## src/rtl/stream_nucleotide_packer_if.sv

```systemverilog
// stream_nucleotide_packer_if: ASCII beat input and packed read output stream bundle
interface stream_nucleotide_packer_if #(
  parameter int LENGTH = 64,
  parameter int BEAT = 8
);
  logic in_valid;
  logic in_ready;
  logic [BEAT*8-1:0] in_data;
  logic in_last;
  logic [$clog2(BEAT+1)-1:0] in_bytes;
  logic out_valid;
  logic out_ready;
  logic [2*LENGTH-1:0] out_read;
  logic [LENGTH-1:0] out_nmask;
  logic [$clog2(LENGTH+1)-1:0] out_len;
  logic out_truncated;
  modport master (
    output in_valid, in_data, in_last, in_bytes, out_ready,
    input in_ready, out_valid, out_read, out_nmask, out_len, out_truncated
  );
  modport slave (
    input in_valid, in_data, in_last, in_bytes, out_ready,
    output in_ready, out_valid, out_read, out_nmask, out_len, out_truncated
  );
endinterface

```

## src/rtl/stream_nucleotide_packer.sv

```systemverilog
// stream_nucleotide_packer: packs ASCII DNA beats into 2-bit codes with N-mask, length and truncation flag
module stream_nucleotide_packer #(
  parameter int LENGTH = 64,
  parameter int BEAT = 8
) (
  input logic clk,
  input logic resetn,
  stream_nucleotide_packer_if.slave io
);
  localparam int CW = $clog2(LENGTH + 1);
  typedef enum logic [1:0] {FILL, DISCARD, HOLD} state_t;
  state_t state_q, state_d;
  logic [CW-1:0] count_q, count_d, eff;
  logic [2*LENGTH-1:0] read_q, read_d;
  logic [LENGTH-1:0] nmask_q, nmask_d;
  logic trunc_q, trunc_d, acc;
  function automatic logic [2:0] enc(input logic [7:0] c);
    return (c == 8'h41 || c == 8'h61) ? 3'b000 :
           (c == 8'h43 || c == 8'h63) ? 3'b001 :
           (c == 8'h47 || c == 8'h67) ? 3'b010 :
           (c == 8'h54 || c == 8'h74) ? 3'b011 : 3'b100;
  endfunction
  assign acc = io.in_valid && state_q != HOLD;
  assign eff = (io.in_last && io.in_bytes != '0) ? CW'(io.in_bytes) : CW'(BEAT);
  always_comb begin
    state_d = state_q;
    count_d = count_q;
    read_d = read_q;
    nmask_d = nmask_q;
    trunc_d = trunc_q;
    if (acc && state_q == FILL) begin
      // count is always beat-aligned in FILL, so slot k takes byte k%BEAT when its beat base equals count
      for (int k = 0; k < LENGTH; k++)
        if (CW'(k - k % BEAT) == count_q && CW'(k % BEAT) < eff)
          {nmask_d[k], read_d[2*k +: 2]} = enc(io.in_data[8*(k % BEAT) +: 8]);
      count_d = count_q + eff;
      state_d = io.in_last ? HOLD : (count_q + eff == CW'(LENGTH)) ? DISCARD : FILL;
    end
    if (acc && state_q == DISCARD) begin
      trunc_d = 1'b1;
      state_d = io.in_last ? HOLD : DISCARD;
    end
    if (state_q == HOLD && io.out_ready) begin
      state_d = FILL;
      count_d = '0;
      read_d = '0;
      nmask_d = '0;
      trunc_d = 1'b0;
    end
  end
  always_ff @(posedge clk or negedge resetn)
    if (!resetn) begin
      state_q <= FILL;
      count_q <= '0;
      read_q <= '0;
      nmask_q <= '0;
      trunc_q <= 1'b0;
    end else begin
      state_q <= state_d;
      count_q <= count_d;
      read_q <= read_d;
      nmask_q <= nmask_d;
      trunc_q <= trunc_d;
    end
  assign io.in_ready = state_q != HOLD;
  assign io.out_valid = state_q == HOLD;
  assign io.out_read = read_q;
  assign io.out_nmask = nmask_q;
  assign io.out_len = count_q;
  assign io.out_truncated = trunc_q;
endmodule

```

## src/flat_wrapper.sv

```systemverilog
// flat-port wrapper written by rule: the top's interface ports become plain ports
module stream_nucleotide_packer_flat 
#(
  parameter int LENGTH = 64,
  parameter int BEAT = 8
)
  (clk, resetn, io_in_valid, io_in_data, io_in_last, io_in_bytes, io_out_ready, io_in_ready, io_out_valid, io_out_read, io_out_nmask, io_out_len, io_out_truncated);
  stream_nucleotide_packer_if #(.LENGTH(LENGTH), .BEAT(BEAT)) io_i ();
  input logic clk;
  input logic resetn;
  input wire logic [$bits(io_i.in_valid)-1:0] io_in_valid;
  input wire logic [$bits(io_i.in_data)-1:0] io_in_data;
  input wire logic [$bits(io_i.in_last)-1:0] io_in_last;
  input wire logic [$bits(io_i.in_bytes)-1:0] io_in_bytes;
  input wire logic [$bits(io_i.out_ready)-1:0] io_out_ready;
  output wire logic [$bits(io_i.in_ready)-1:0] io_in_ready;
  output wire logic [$bits(io_i.out_valid)-1:0] io_out_valid;
  output wire logic [$bits(io_i.out_read)-1:0] io_out_read;
  output wire logic [$bits(io_i.out_nmask)-1:0] io_out_nmask;
  output wire logic [$bits(io_i.out_len)-1:0] io_out_len;
  output wire logic [$bits(io_i.out_truncated)-1:0] io_out_truncated;
  assign io_i.in_valid = io_in_valid;
  assign io_i.in_data = io_in_data;
  assign io_i.in_last = io_in_last;
  assign io_i.in_bytes = io_in_bytes;
  assign io_i.out_ready = io_out_ready;
  assign io_in_ready = io_i.in_ready;
  assign io_out_valid = io_i.out_valid;
  assign io_out_read = io_i.out_read;
  assign io_out_nmask = io_i.out_nmask;
  assign io_out_len = io_i.out_len;
  assign io_out_truncated = io_i.out_truncated;
  stream_nucleotide_packer #(.LENGTH(LENGTH), .BEAT(BEAT)) u_core (.clk(clk), .resetn(resetn), .io(io_i));
endmodule
```

## config.mk

```make
export PLATFORM = sky130hd
export DESIGN_NAME = stream_nucleotide_packer_flat
export DESIGN_NICKNAME = d
export VERILOG_FILES = /design/src/rtl/stream_nucleotide_packer_if.sv /design/src/rtl/stream_nucleotide_packer.sv /design/src/flat_wrapper.sv
export SDC_FILE = /design/constraint.sdc
export NUM_CORES = 1
export LEC_CHECK = 0
export BUFFER_PORTS_ARGS = -buffer_cell sky130_fd_sc_hd__buf_2
export CAP_MARGIN = 20
export CORE_ASPECT_RATIO = 0.5
export CORE_MARGIN = 1.5
export CORE_UTILIZATION = 50
export DETAILED_ROUTE_END_ITERATION = 8
export PLACE_DENSITY = 0.82
export SLEW_MARGIN = 5
export SYNTH_ARGS = -nofsm -noshare
export SYNTH_HDL_FRONTEND = slang
export SYNTH_SLANG_ARGS = --single-unit
```

## constraint.sdc

```tcl
create_clock -name clk -period 3.64 [get_ports clk]
set_input_delay 0.364 -clock clk [delete_from_list [all_inputs] [get_ports clk]]
set_output_delay 0.364 -clock clk [all_outputs]
set_load 0.005 [all_outputs]
```

== Word-level counts from Yosys, hierarchy flattened ==
Index checks and enable logic that the tools add are counted.

* Flip-flop bits (word level): 202
* Input port bits: 73
* Logic and storage cells: 625
* Output and inout port bits: 202

* Equality and inequality tests: 75
* Add/sub/neg operators: 1
* Reduce and logical (&&, ||, !) cells: 235
* Order comparisons: 8
* Multiplexer cells: 175

{| class="wikitable"
|+ Operators with widths
! operator !! count
|-
| $eq 8x7->1 const B || 64
|-
| $mux 128 || 2
|-
| $mux 2 || 69
|-
| $reduce_bool 2->1 || 66
|-
| $mux 64 || 2
|-
| $reduce_and 2->1 || 64
|-
| $mux 3 || 32
|-
| $logic_and 1x1->1 || 69
|-
| $mux 1 || 67
|-
| $logic_or 1x1->1 || 32
|-
| $eq 6x7->1 const A || 4
|-
| $lt 3x7->1 const A || 4
|-
| $eq 5x7->1 const A || 2
|-
| $lt 1x7->1 const A || 2
|-
| $lt 2x7->1 const A || 2
|-
| $mux 7 || 2
|-
| $add 7x7->7 || 1
|-
| $eq 4x7->1 const A || 1
|-
| $eq 7x7->1 const B || 1
|-
| $logic_not 7->1 || 1
|-
| $mux 4 || 1
|-
| $reduce_bool 4->1 || 1
|-
| $reduce_bool 3->1 || 1
|-
| $eq 2x1->1 const B || 1
|-
| other kinds (3) || 3
|}

== Logic depth before layout (Yosys ltp) ==
* Word-level depth: 10
* Mapped depth: 10
* Gate-level depth less buffers: 8

== Least setup slack after synthesis ==
OpenSTA, ideal clock, no wires.

* Kind: input to register
* Start point: input port io_in_bytes[0]
* End point: register u_core.state_q[0]
* Cell stages on the path: 10
* Required time: 3.530 ns
* Setup time: 0.110 ns
* Buffers on the path: 2
* Setup slack: 0.921 ns
* Data arrival time: 2.608 ns
* Cell sequence: clkbuf_1 or3_1 and2_0 clkbuf_1 inv_1 ha_1 or3_1 o22ai_1 mux2_2 o41ai_1

* Word-level cells in the longest chain between the ends: 10

{| class="wikitable"
|+ RTL lines
! what !! RTL line !! source
|-
| start, declared || flat_wrapper.sv:14 || <nowiki>input wire logic [$bits(io_i.in_bytes)-1:0] io_in_bytes;</nowiki>
|-
| $reduce_bool 4->1 || stream_nucleotide_packer.sv:24 || <nowiki>assign eff = (io.in_last && io.in_bytes != '0) ? CW'(io.in_bytes) : CW'(BEAT);</nowiki>
|-
| $logic_and 1x1->1 || stream_nucleotide_packer.sv:24 ||
|-
| $mux 4 * || stream_nucleotide_packer.sv:24 ||
|-
| $add 7x7->7 * || stream_nucleotide_packer.sv:37 || <nowiki>state_d = io.in_last ? HOLD : (count_q + eff == CW'(LENGTH)) ? DISCARD : FILL;</nowiki>
|-
| $eq 7x7->1 * || stream_nucleotide_packer.sv:37 ||
|-
| $mux 1 * || stream_nucleotide_packer.sv:37 ||
|-
| $mux 2 * || stream_nucleotide_packer.sv:37 ||
|-
| $mux 2 * || stream_nucleotide_packer.sv:31 || <nowiki>if (acc && state_q == FILL) begin</nowiki>
|-
| $mux 2 * || stream_nucleotide_packer.sv:39 || <nowiki>if (acc && state_q == DISCARD) begin</nowiki>
|-
| $mux 2 * || stream_nucleotide_packer.sv:43 || <nowiki>if (state_q == HOLD && io.out_ready) begin</nowiki>
|-
| end signal, assigned || stream_nucleotide_packer.sv:59 || <nowiki>state_q <= state_d;</nowiki>
|-
| end, declared || stream_nucleotide_packer.sv:12 || <nowiki>state_t state_q, state_d;</nowiki>
|}

Every way passes the cells marked *; elsewhere a longest branch is shown, timed or not. The select of a mux whose other input is x is not followed.
A chain may end at the register's enable or synchronous reset.

== Worst setup path after layout ==
* Start point: register u_core.count_q[1] (netlist: u_core.io.out_len[1])
* End point: register u_core.read_q[57] (netlist: u_core.io.out_read[57])

* Word-level cells in the longest chain between the ends: 4

{| class="wikitable"
|+ RTL lines
! what !! RTL line !! source
|-
| start, declared || stream_nucleotide_packer.sv:13 || <nowiki>logic [CW-1:0] count_q, count_d, eff;</nowiki>
|-
| start signal, assigned || stream_nucleotide_packer.sv:60 || <nowiki>count_q <= count_d;</nowiki>
|-
| $eq 5x7->1 || stream_nucleotide_packer.sv:34 || <nowiki>if (CW'(k - k % BEAT) == count_q && CW'(k % BEAT) < eff)</nowiki>
|-
| $logic_and 1x1->1 || stream_nucleotide_packer.sv:34 ||
|-
| $reduce_bool 2->1 (no line) || n/a ||
|-
| $reduce_and 2->1 (no line) || n/a ||
|-
| end signal, assigned || stream_nucleotide_packer.sv:61 || <nowiki>read_q <= read_d;</nowiki>
|-
| end, declared || stream_nucleotide_packer.sv:14 || <nowiki>logic [2*LENGTH-1:0] read_q, read_d;</nowiki>
|}

No other way between the ends.

==> results.sh <==
export IMPL_cp_required_ns=3.99
export IMPL_clkLatencyLatePin_ns=0.48
export IMPL_antenna_found_initial=0
export IMPL_drtPass1Iterations=5
export IMPL_design_area_um2=11790
export IMPL_min_path_type="in2reg"
export IMPL_clock_sinks=202
export IMPL_syn_area_um2=9548
export IMPL_final_setup_viol_count=0
export IMPL_period_needed_ns=2.485
export IMPL_grt_pass1_wl_mm=41.87
export IMPL_die_area_um2=19980
export IMPL_path_cells="or3_1, nor4_2, a31oi_1, mux2_2"
export IMPL_synth_flop_cell="dfrtp_1"
export IMPL_die_w_um=198.4
export IMPL_crit_path_start_kind="flop"
export IMPL_peakVddDrop_v=0.0003030
export IMPL_layout_drive_gt1_share=0.3105
export IMPL_fin_worst_skew_ns=0.02419
export IMPL_areaGrowthSynthToFinish_pct=23.43
export IMPL_dp_hpwl_mm=19.88
export IMPL_syn_nets=959
export IMPL_clockBufferDepth=3
export IMPL_cp_arrival_ns=2.84
export IMPL_coreArea_um2=18570
export IMPL_numCtsBuffers=19
export IMPL_synth_area_leaders="dfrtp_1 53%, mux2i_1 15%, nand2_1 6.2%, nand3_1 2.5%, mux2_2 2.5%"
export IMPL_clockRootBuffer="clkbuf_16"
export IMPL_worst_setup_path_type="reg2reg"
export IMPL_finalCritPeriodShare=0.6827
export IMPL_synth_seq_cells=202
export IMPL_synth_top_cell_by_area="dfrtp_1"
export IMPL_worst_pin_slew_ns=0.8215
export IMPL_post_route_util=0.6347
export IMPL_synth_top_area_share=0.5294
export IMPL_critPathMaxStageDelay_ns=0.60
export IMPL_finalNetCount=1220
export IMPL_fillers=1507
export IMPL_wl_per_cell_um=19.31
export IMPL_status="finished, final reports clean"
export IMPL_gr_total_overflow=0
export IMPL_std_cell_rows=35
export IMPL_grt_pass1_vias=7821
export IMPL_ant_nets=0
export IMPL_start_util=0.5142
export IMPL_p_per_area_nw_per_um2=510.2
export IMPL_gp_congestion=0.9057
export IMPL_cts_tree="built"
export IMPL_syn_inst=882
export IMPL_seq_area_frac_synth=0.5294
export IMPL_p_leak_nw=6.373
export IMPL_clkTransAtPathRegs_ns=0.06
export IMPL_die_h_um=100.7
export IMPL_syn_area_per_cell_um2=10.83
export IMPL_cp_end_kind="flop"
export IMPL_finalSetupTns_ns=0
export IMPL_wirelength_mm=27.27
export IMPL_ys_types=57
export IMPL_diodes=0
export IMPL_port_buffers=266
export IMPL_worst_path_max_delay_cell="or3_1"
export IMPL_async_flop_share=1.000
export IMPL_hold_buffers=1
export IMPL_grt_max_degree=138
export IMPL_cts_resized=0
export IMPL_synthTopCellsByCount="202 x dfrtp_1, 158 x nand2_1, 143 x mux2i_1, 48 x nand3_1, 39 x o21ai_0"
export IMPL_drv_cap=0
export IMPL_postCtsSetupBuffers=0
export IMPL_vias=7991
export IMPL_synth_edf_count=0
export IMPL_max_freq_ghz=0.4024
export IMPL_h_tree_depth=1
export IMPL_placed_cell_area_um2=11180
export IMPL_synth_most_common_cell="dfrtp_1"
export IMPL_slew_headroom=0.4512
export IMPL_ioPinCount=275
export IMPL_rsz0062_at_grt="no"
export IMPL_track_usage=0.2697
export IMPL_route_detailed_drc=0
export IMPL_vias_per_cell=5.659
export IMPL_crit_fanout=11
export IMPL_slew_violations=0
export IMPL_drtIter0Drc=488
export IMPL_ys_warn_count=0
export IMPL_hold_viol=0
[flip-flops by register name, indices dropped and copies added, names as in the netlist]
signal                   flops
u_core.io.out_read         128
u_core.io.out_nmask         64
u_core.io.out_len            7
u_core.state_q               2
u_core.io.out_truncated      1
[through the flow]
step                      setup slack, ns  instances  hold slack (ns)  total power, mW
after floorplan                    0.9214        882          0.06841            3.529
after detailed placement           0.7624       1380           0.4453            4.141
after global routing               0.9132       1412           0.2357            6.282
after global placement             0.8008       1380           0.4332            4.082
final                               1.155       1412           0.1845            6.012
after CTS                           1.141       1412           0.1641            6.039
[final cells by class]
class                           instances  area (um2)  area share
Sequential cell                       202        5055      0.4289
Multi-Input combinational cell        617        4238      0.3596
Timing Repair Buffer                  285        1510      0.1281
Clock buffer                           26       551.8     0.04682
Tap cell                              259       324.1     0.02750
Inverter                               18       67.56    0.005733
Clock inverter                          5       38.79    0.003291
[logic make-up after synthesis]
| kind of cell | Yosys count | share of synthesized area |
|---|---|---|
| AND/OR/NAND/NOR | 336 | 0.1884 |
| XOR/XNOR | 3 | 0.002752 |
| adder cells (fa/ha/maj) | 4 | 0.005242 |
| flip-flops | 202 | 0.5294 |
| multiplexers | 164 | 0.1747 |
| buffers and inverters | 63 | 0.02765 |
| AO/OA/AOI/OAI | 110 | 0.07181 |
[routing by layer]
layer,track usage,up-vias,share of wire,wire length (um)
li1,-,3639,-,-
met1,0.3712,3996,0.43,11750
met2,0.4324,290,0.47,12780
met3,0.04617,66,0.064,1752
met4,0.1026,0,0.036,981
met5,0,-,0,0
[path summary, 6_finish.rpt]
path | slack (ns) | to | depth (start not counted) | from
max in group asynchronous | 2.17 | u_core.io.out_len[2] | 3 | resetn
min reg2reg | 0.50 | u_core.io.out_read[96] | 2 | u_core.io.out_read[96]
min in group asynchronous | 0.49 | u_core.io.out_read[106] | 2 | resetn
max | 1.15 | u_core.io.out_read[57] | 4 | u_core.io.out_len[1]
min | 0.18 | u_core.state_q[1] | 3 | io_in_valid
max reg2reg | 1.15 | u_core.io.out_read[57] | 4 | u_core.io.out_len[1]
[cells in the final DEF, fill, tap and decap left out, drive strengths merged, types with 5 or more instances in the layout]
master,n
nand2,158
buf,283
nand3,48
nand2b,16
inv,18
nand3b,9
o21ai,56
nor4bb,13
o2bb2ai,5
a31oi,10
a22o,5
mux2i,143
nor4,7
nor2,24
o211ai,10
or3b,10
a21oi,6
clkbuf,27
and2,8
nor2b,8
nor3,7
nand4,6
and3,8
mux2,21
dfrtp,202
[critical path, delay by kind of cell, from the launching register on]
kind	cells	cell delay, ns
compound gates	1	0.30
flops	1	0.50
mux	1	0.36
simple gates	2	1.20
[where the power goes]
part | internal [mW] | total [mW] | switching, mW
combinational | 0.567 | 1.46 | 0.894
sequential | 2.47 | 2.66 | 0.190
clock | 1.06 | 1.90 | 0.832
(Power assumes the default switching activity.)
